## config.mk

```make
export PLATFORM = sky130hd
export DESIGN_NAME = y_row_buffer
export DESIGN_NICKNAME = d
export VERILOG_FILES = /design/src/rtl/y_row_buffer.sv
export SDC_FILE = /design/constraint.sdc
export NUM_CORES = 1
export LEC_CHECK = 0
export CAP_MARGIN = 10
export CORE_ASPECT_RATIO = 0.7
export CORE_UTILIZATION = 60
export CTS_BUF_LIST = sky130_fd_sc_hd__clkbuf_16
export DETAILED_ROUTE_END_ITERATION = 16
export PLACE_DENSITY = 0.75
export REMOVE_ABC_BUFFERS = 1
export SKIP_CTS_REPAIR_TIMING = 1
export SLEW_MARGIN = 20
export SYNTH_ARGS = -nofsm -noshare
export SYNTH_HDL_FRONTEND = slang
export SYNTH_SLANG_ARGS = --single-unit
```

## constraint.sdc

```tcl
create_clock -name clk -period 3.9 [get_ports clk]
set_input_delay 0.78 -clock clk [delete_from_list [all_inputs] [get_ports clk]]
set_output_delay 0.78 -clock clk [all_outputs]
set_load 0.005 [all_outputs]
```

## src/rtl/y_row_buffer.sv

```systemverilog
// y_row_buffer: ping-pong row store between the MAC row counter and the
// output writer. Results captured on done fill one bank. en_y closes that row,
// and the row then drains over a valid/ready stream while the other bank fills.
// Optional feature macro: Y_ROW_SUM_EN adds a y_sum output, which is the running
// unsigned sum of the row being drained.
module y_row_buffer #(
    parameter int DW    = 16,
    parameter int DEPTH = 7,
    parameter int CW    = 3
) (
    input  logic          clk,
    input  logic          reset,
    input  logic          done,
    input  logic [DW-1:0] data_in,
    input  logic          en_y,
    output logic          y_valid,
    input  logic          y_ready,
    output logic [DW-1:0] y_data,
    output logic          y_last,
    output logic          overflow,
    output logic          short_row
`ifdef Y_ROW_SUM_EN
    ,
    output logic [DW+CW-1:0] y_sum
`endif
);

    typedef enum logic {S_IDLE, S_SEND} state_t;

    state_t        state, state_nxt;

    // Bank storage is deliberately not reset. Only the control state decides what is valid.
    logic [DW-1:0] mem [2][DEPTH];

    logic          fill_bank;
    logic          drain_bank;
    logic [CW-1:0] count;
    logic [CW-1:0] rd_ptr;
    logic [CW-1:0] len [2];
    logic [1:0]    bank_full;

    logic          wr_ok;
    logic [CW-1:0] count_eff;
    logic          close_row;
    logic [1:0]    set_mask;
    logic [1:0]    clr_mask;
    logic [1:0]    full_next;
    logic          xfer;
    logic          last_beat;
    logic          last_xfer;

    // A write needs a free fill bank and room in the row. A done in the same
    // cycle as en_y is counted into the row before the row closes.
    assign wr_ok     = done && !bank_full[fill_bank] && (count < CW'(DEPTH));
    assign count_eff = count + {{(CW-1){1'b0}}, wr_ok};
    assign close_row = en_y && (count_eff != '0);
    assign set_mask  = {close_row & fill_bank, close_row & ~fill_bank};

    assign xfer      = y_valid && y_ready;
    assign last_beat = (rd_ptr == len[drain_bank] - CW'(1));
    assign last_xfer = xfer && last_beat;
    assign clr_mask  = {last_xfer & drain_bank, last_xfer & ~drain_bank};

    // The FSM looks at bank state including a row that closes this cycle. This
    // lets y_valid rise straight after the closing edge, and lets two back-to-back
    // full banks drain without a bubble.
    assign full_next = bank_full | set_mask;

    // Row data capture into the current fill bank.
    always_ff @(posedge clk) begin
        if (wr_ok)
            mem[fill_bank][count] <= data_in;
    end

    // Fill-side bookkeeping: entry count, row close, and sticky error flags.
    always_ff @(posedge clk or negedge reset) begin
        if (!reset) begin
            count     <= '0;
            fill_bank <= 1'b0;
            len[0]    <= '0;
            len[1]    <= '0;
            overflow  <= 1'b0;
            short_row <= 1'b0;
        end else begin
            if (close_row) begin
                len[fill_bank] <= count_eff;
                count          <= '0;
                fill_bank      <= ~fill_bank;
                if (count_eff < CW'(DEPTH))
                    short_row <= 1'b1;
            end else if (wr_ok) begin
                count <= count + CW'(1);
            end
            if (done && !wr_ok)
                overflow <= 1'b1;
        end
    end

    // Bank ownership. Fill sets a bank's bit and drain clears it. The two never
    // touch the same bank in the same cycle.
    always_ff @(posedge clk or negedge reset) begin
        if (!reset)
            bank_full <= 2'b00;
        else
            bank_full <= (bank_full | set_mask) & ~clr_mask;
    end

    // Drain read pointer and bank select.
    always_ff @(posedge clk or negedge reset) begin
        if (!reset) begin
            rd_ptr     <= '0;
            drain_bank <= 1'b0;
        end else if (last_xfer) begin
            rd_ptr     <= '0;
            drain_bank <= ~drain_bank;
        end else if (xfer) begin
            rd_ptr <= rd_ptr + CW'(1);
        end
    end

    // Drain FSM state register.
    always_ff @(posedge clk or negedge reset) begin
        if (!reset)
            state <= S_IDLE;
        else
            state <= state_nxt;
    end

    // Drain FSM next-state logic.
    always_comb begin
        state_nxt = state;
        case (state)
            S_IDLE: if (full_next[drain_bank]) state_nxt = S_SEND;
            S_SEND: if (last_xfer) state_nxt = full_next[~drain_bank] ? S_SEND : S_IDLE;
            default: state_nxt = S_IDLE;
        endcase
    end

    // Drain FSM outputs. Data and last come from registered state only, so they
    // hold steady through a stall.
    always_comb begin
        y_valid = (state == S_SEND);
        y_data  = '0;
        y_last  = 1'b0;
        if (y_valid) begin
            y_data = mem[drain_bank][rd_ptr];
            y_last = last_beat;
        end
    end

`ifdef Y_ROW_SUM_EN
    logic [DW+CW-1:0] sum_acc;

    // Sum of beats already accepted in this row. It clears once the row finishes,
    // so it is zero when the next row drain starts.
    always_ff @(posedge clk or negedge reset) begin
        if (!reset)
            sum_acc <= '0;
        else if (last_xfer)
            sum_acc <= '0;
        else if (xfer)
            sum_acc <= sum_acc + {{CW{1'b0}}, y_data};
    end

    // Include the beat on offer, so the total is complete on the y_last beat.
    assign y_sum = sum_acc + {{CW{1'b0}}, y_data};
`endif

endmodule

```

==> results.ini, run 1 <==
[outcome]
outcome=finished clean

[setup_path]
start_kind=flop
crit_path_top_delay_cell=dfrtp_4
critPathRequiredTime_ns=3.12
slowest_delay_ns=0.64
crit_arrival_ns=2.95
r2r_setup_slack_ns=1.03
cpLargestDelayFamily=buffers and inverters
path_cells=buf_4 > mux4_2 > inv_1 > o22a_1 > a21oi_1 > clkdlybuf4s50_1
critPathBufInv=3
path_max_fanout=23
cp-end-kind=output port
r2r_cells=8
criticalPathCategory=flop to output port
r2r_start=fill_bank$_DFFE_PN0N_
r2r_end=len[4]$_DFFE_PN0P_

[final_layout]
drive_gt1_frac=0.197
fin_util=0.711
syn2layout_area_growth_pct=14.3
diodes=0
fin_area_sq_um=11200
nNetsFinal=616

[global_routing]
grt_first_pass_wirelength_um=30300
antenna_found_initial=0
grt_start_max_net_pins=47
grt_pass1_vias=5266
grt.overflow.total=0
track_usage=0.249

[worst_hold_path]
hold_path_depth=1
min_to=short_row$_DFFE_PN0P_
worstHoldStart=short_row$_DFFE_PN0P_
hp-class=flop to flop

[synthesis]
yosys-top-cells-area=edfxtp_1, mux4_2, dfrtp_1, mux2i_1, mux2_2
synthTopCellsByCount=edfxtp_1, mux2i_1, mux4_2, a21oi_1, mux2_2
ys.flop_type=edfxtp_1
synth_edf_count=224
synth_cells=530
netlist.area_leader.share=0.689
ys_seq_elements=243
yosysWarningCount=0
syn-cell-area_sq_um=9760
synth_seq_area_share=0.738
ys_async_sr_fraction=0.0782
synth_area_per_cell_sq_um=18.4
yosys.area.top_type=edfxtp_1
synth_cell_type_count=39
yosysMostFrequentCell=edfxtp_1

[cts]
cts_buffers=22
cts_sinks=243
cts_tree=yes
root_buffer=clkbuf_16
clock_latency_ns=0.50
cts_buffer_depth=3
clk_transition_reported_paths_ns=0.06
htree_levels=1

[power_and_ir_drop]
p_per_area_nw_per_um2=687
vdd_drop_max_v=0.000353
p_leak_uw=0.00379
power_uw=7670

[floorplanning]
ios=41
dieArea_sq_um=16800
dieWidth_um=154
rows=38
start_util=0.622
die_h_um=109
core_area_sq_um=15700

[placed_design]
dpl_worst_slack_ns=0.669
dpl-instance-area_sq_um=10500
dp_hpwl_um=11700
port_buffers=40
globalplace.congestion=0.791

[sta]
fin_crit_ns=3.73
worst_pin_slew_ns=0.945
setup_viol=0
skew_ns=0.00922
fin_crit_sh=0.957
worst_slack_ns=0.168
slew_violations=0
hold_viol_final=0
rsz0062_at_grt=no
maxSlewHeadroom=0.368
fmax_mhz=268

[route]
drtPass1Iterations=4
route.final.wire_length_um=20000
via_per_inst=6.36
drc=0
wl_per_cell_um=24.8
drt-initial-drc-count=494
num_vias=5119
ant_nets=0

[job]
drv_cap=0

[where the power goes]
part	total [uW]	switching (uW)	internal (uW)
sequential	3150	161	2990
clock	2010	883	1120
combinational	2510	1260	1250
total	7670	2300	5370
[cells in the final DEF (no fill, tap or decap), types with 2 or more instances in the layout]
master and instances:
edfxtp_1 224, clkdlybuf4s50_1 40, mux2i_1 36, mux4_2 32, buf_4 27, inv_1 26
a21oi_1 25, clkbuf_16 23, mux2_2 20, dfrtp_1 17, a31oi_1 16, o221ai_1 16
o22a_1 16, nor2_1 13, nand2b_1 9, nand2_1 8, clkinv_1 7, ha_1 5
xnor2_1 4, xor2_1 4, nor3_2 4, o21ai_0 3, nand3_1 2, and3_1 2
nand3b_1 2, nor4_2 2, o32ai_1 2, or2_2 2, nor3_1 2
[area by class of cell]
class	count	area [sq um]
multi-input combinational	236	2340
inverter	19	71.3
clock buffer	23	576
timing repair buffer	68	623
clock inverter	16	87.6
sequential	243	7210
tap	200	250
fill	954	4530
[worst reg2reg max path, stage by stage, from the launching register on]
cell     delay (ns)
dfrtp_1        0.32
buf_4          0.21
mux2i_1        0.41
and3_1         0.37
ha_1           0.20
ha_1           0.15
xnor2_1        0.15
a21oi_1        0.54
mux2_2         0.41
[worst max path at each step]
stage,slack (ns),startpoint,end,cells past startpoint
floorplan,-1.10,drain_bank$_DFFE_PN0P_,y_last,5
global placement,0.69,drain_bank$_DFFE_PN0P_,y_last,6
detailed placement,0.67,done,len[3]$_DFFE_PN0P_,7
CTS,0.14,drain_bank$_DFFE_PN0P_,y_last,6
global route,0.02,drain_bank$_DFFE_PN0P_,y_data[5],5
finish,0.17,drain_bank$_DFFE_PN0P_,y_data[9],6
[flip-flops by register name (all words and copies together) (netlist names)]
name and count:
mem 224, len 6, overflow 1, y_valid 1
count 3, short_row 1, bank_full 2, drain_bank 1
fill_bank 1, rd_ptr 3
[cell families after synthesis]
kind of cell             share of synthesized area
AND/OR/NAND/NOR                             0.0308
adder cells (fa/ha/maj)                    0.00641
multiplexers                                 0.135
flip-flops                                   0.738
buffers and inverters                       0.0264
XOR/XNOR                                   0.00718
AO/OA/AOI/OAI                               0.0567
[through the flow]
step                hold slack (ns)  setup TNS [ns]  std cells
floorplan                     0.459          -16.05        498
global route                  0.500               0        805
CTS                           0.485               0        805
finish                        0.487               0        805
detailed placement            0.457               0        766
global placement              0.448               0        766
[routing by layer]
metal	wire length [um]	up-vias	track usage
met4	292	0	0.0545
met1	8400	2639	0.355
met5	0	-	0
met2	9790	196	0.417
met3	1500	29	0.0386
li1	-	2255	-
No activity file was read; power rests on OpenSTA's default activity.
==> run 2: changes to the inputs <==
--- a/config.mk
+++ b/config.mk
@@ -5,12 +5,13 @@
 export SDC_FILE = /design/constraint.sdc
 export NUM_CORES = 1
 export LEC_CHECK = 0
+export ABC_CLOCK_PERIOD_IN_PS = 3900
 export CAP_MARGIN = 10
 export CORE_ASPECT_RATIO = 0.7
-export CORE_UTILIZATION = 60
+export CORE_UTILIZATION = 55
 export CTS_BUF_LIST = sky130_fd_sc_hd__clkbuf_16
 export DETAILED_ROUTE_END_ITERATION = 16
-export PLACE_DENSITY = 0.75
+export PLACE_DENSITY = 0.69
 export REMOVE_ABC_BUFFERS = 1
 export SKIP_CTS_REPAIR_TIMING = 1
 export SLEW_MARGIN = 20
==> run 2 against run 1 <==
Non-clock buffer count decreased by 2. Register-to-register slack got worse by 0.11 ns. Routed wire length increased by 0.75%. Final area increased by 0.24%. Worst hold slack got worse by 0.016 ns. Sequential power increased by 1%. Critical path depth unchanged. Cell count increased by 3.4%. Largest cell class unchanged. Highest routed layer unchanged.
==> results.ini, run 2 (synthesized netlist as in run 1, its figures left out) <==
[final_layout]
regMostFlops=mem  ; unchanged
reg_top3=mem (224), len (6)  ; unchanged
fin_util=0.648  ; was 0.711
diodes=0  ; unchanged
drive_gt1_frac=0.195  ; was 0.197
final-instance-count-excl-fill=832  ; was 805
multi_input_area_sq_um=2340  ; about the same
fillers=1205  ; was 954
layout_common_cells=edfxtp_1, clkdlybuf4s50_1, mux2i_1  ; unchanged
syn2layout_area_growth_pct=14.6  ; was 14.3%
largest_reg_flops=224  ; unchanged
layout.area.seq_sq_um=7210  ; unchanged
layout_commonest_cell=edfxtp_1  ; unchanged
nNetsFinal=614  ; was 616

[sta]
fin_crit_ns=3.63  ; was 3.73 ns
rsz0062_at_grt=no  ; unchanged
fmax_mhz=275  ; was 268 MHz
fin_crit_sh=0.931  ; was 0.957
worst_pin_slew_ns=0.848  ; was 0.945 ns
maxSlewHeadroom=0.433  ; was 0.368
worst_slack_ns=0.269  ; was 0.168 ns
hold_viol_final=0  ; unchanged
slew_violations=0  ; unchanged
setup_viol=0  ; unchanged
skew_ns=0.00997  ; was 0.00922 ns

[job]
drv_cap=0  ; unchanged

[placed_design]
port_buffers=40  ; unchanged
post-place-cells=795  ; was 766
dp_hpwl_um=11600  ; was 11700 um
dpl_worst_slack_ns=0.805  ; was 0.669 ns
globalplace.congestion=0.765  ; was 0.791

[power_and_ir_drop]
p_per_area_nw_per_um2=685  ; was 687 nW/um^2
vdd_drop_max_v=0.000552  ; was 0.000353 V
p_leak_uw=0.00379  ; about the same

[floorplanning]
dieWidth_um=161  ; was 154 um
dieArea_sq_um=18300  ; was 16800 sq um
ios=41  ; unchanged
start_util=0.565  ; was 0.622
rows=40  ; was 38
core_area_sq_um=17300  ; was 15700 sq um
die_h_um=113  ; was 109 um

[route]
via_per_inst=6.08  ; was 6.36
drtPass1Iterations=4  ; unchanged
ant_nets=0  ; unchanged
drt-initial-drc-count=465  ; was 494
wl_per_cell_um=24.2  ; was 24.8 um
route.final.wire_length_um=20100  ; was 20000 um
drc=0  ; unchanged
num_vias=5062  ; was 5119

[worst_hold_path]
min_to=overflow$_DFFE_PN0P_  ; was short_row$_DFFE_PN0P_
hold_path_depth=1  ; unchanged
worstHoldStart=overflow$_DFFE_PN0P_  ; was short_row$_DFFE_PN0P_
hp-class=flop to flop  ; unchanged

[setup_path]
critPathRequiredTime_ns=3.12  ; about the same
r2r_cells=8  ; unchanged
start_kind=flop  ; unchanged
r2r_setup_slack_ns=0.92  ; was 1.03 ns
path_max_fanout=45  ; was 23
cp-end-kind=output port  ; unchanged
r2r_start=fill_bank$_DFFE_PN0N_  ; unchanged
r2r_end=short_row$_DFFE_PN0P_  ; was len[4]$_DFFE_PN0P_
criticalPathCategory=flop to output port  ; unchanged
crit_arrival_ns=2.85  ; was 2.95 ns

[cts]
cts_tree=yes  ; unchanged
htree_levels=1  ; unchanged
root_buffer=clkbuf_16  ; unchanged
clock_latency_ns=0.51  ; was 0.50 ns
clk_transition_reported_paths_ns=0.07  ; was 0.06 ns
cts_sinks=243  ; unchanged
cts_buffers=22  ; unchanged
cts_buffer_depth=3  ; unchanged

[global_routing]
antenna_found_initial=0  ; unchanged
track_usage=0.234  ; was 0.249
grt_pass1_vias=5277  ; was 5266
grt_first_pass_wirelength_um=31200  ; was 30300 um
grt_start_max_net_pins=46  ; was 47
grt.overflow.total=0  ; unchanged

[outcome]
outcome=finished clean  ; unchanged

run 2: cell count changes in the layout (fill, tap and decap cells not counted):
cell      change
nor2_2        +1
buf_12        +1
buf_4         -3
inv_2         +1
mux2i_2       -1
clkinv_1      -5
inv_1         +3
nor2_1        -1
mux2i_1       +1
clkinv_2      -1
run 2: worst max-delay path, cell delays in order, from the launching register on:
cell and delay (ns):
dfrtp_4 0.60, buf_12 0.32, mux4_2 0.56, inv_1 0.07, o22a_1 0.19, a21oi_1 0.09
clkdlybuf4s50_1 0.44
run 2: final cells by class:
class	instances	area share
Clock inverter	14	0.00705
Multi-Input combinational cell	236	0.209
Tap cell	231	0.0258
Sequential cell	243	0.644
Inverter	19	0.00638
Timing Repair Buffer	66	0.0555
Clock buffer	23	0.0515
run 2: worst max path at each step:
stage                                 from                  to  depth (start not counted)
global placement    drain_bank$_DFFE_PN0P_          y_data[10]                          6
floorplan           drain_bank$_DFFE_PN0P_              y_last                          5
global route        drain_bank$_DFFE_PN0P_           y_data[7]                          5
detailed placement                    done  len[1]$_DFFE_PN0P_                          7
CTS                 drain_bank$_DFFE_PN0P_          y_data[14]                          6
finish              drain_bank$_DFFE_PN0P_          y_data[14]                          6
run 2: report_power, final:
part	internal [uW]	switching (uW)
sequential	2990	193
clock	1120	865
combinational	1260	1240
run 2: metal layers:
metal / routed length [um] / share of wire / up-vias / global-route usage
met2: 9480 / 0.47 / 178 / 0.373
met1: 8770 / 0.44 / 2603 / 0.334
met4: 264 / 0.013 / 0 / 0.0472
met3: 1620 / 0.081 / 28 / 0.0556
met5: 0 / 0 / - / 0
li1: - / - / 2253 / -
run 2: through the flow:
step / area (sq um) / hold slack (ns) / setup TNS (ns) / total power (uW)
floorplan: 9580 / 0.459 / -16.05 / 4780
global placement: 10500 / 0.447 / 0 / 5680
detailed placement: 10500 / 0.458 / 0 / 5730
CTS: 11200 / 0.474 / 0 / 7710
global route: 11200 / 0.497 / 0 / 8010
finish: 11200 / 0.471 / 0 / 7670
==> run 3: changes to the inputs <==
--- a/config.mk
+++ b/config.mk
@@ -14,6 +14,7 @@
 export PLACE_DENSITY = 0.69
 export REMOVE_ABC_BUFFERS = 1
 export SKIP_CTS_REPAIR_TIMING = 1
+export SKIP_LAST_GASP = 1
 export SLEW_MARGIN = 20
 export SYNTH_ARGS = -nofsm -noshare
 export SYNTH_HDL_FRONTEND = slang
==> results of run 3 <==
The final DEF is identical to that of run 2; final timing and power are the same.
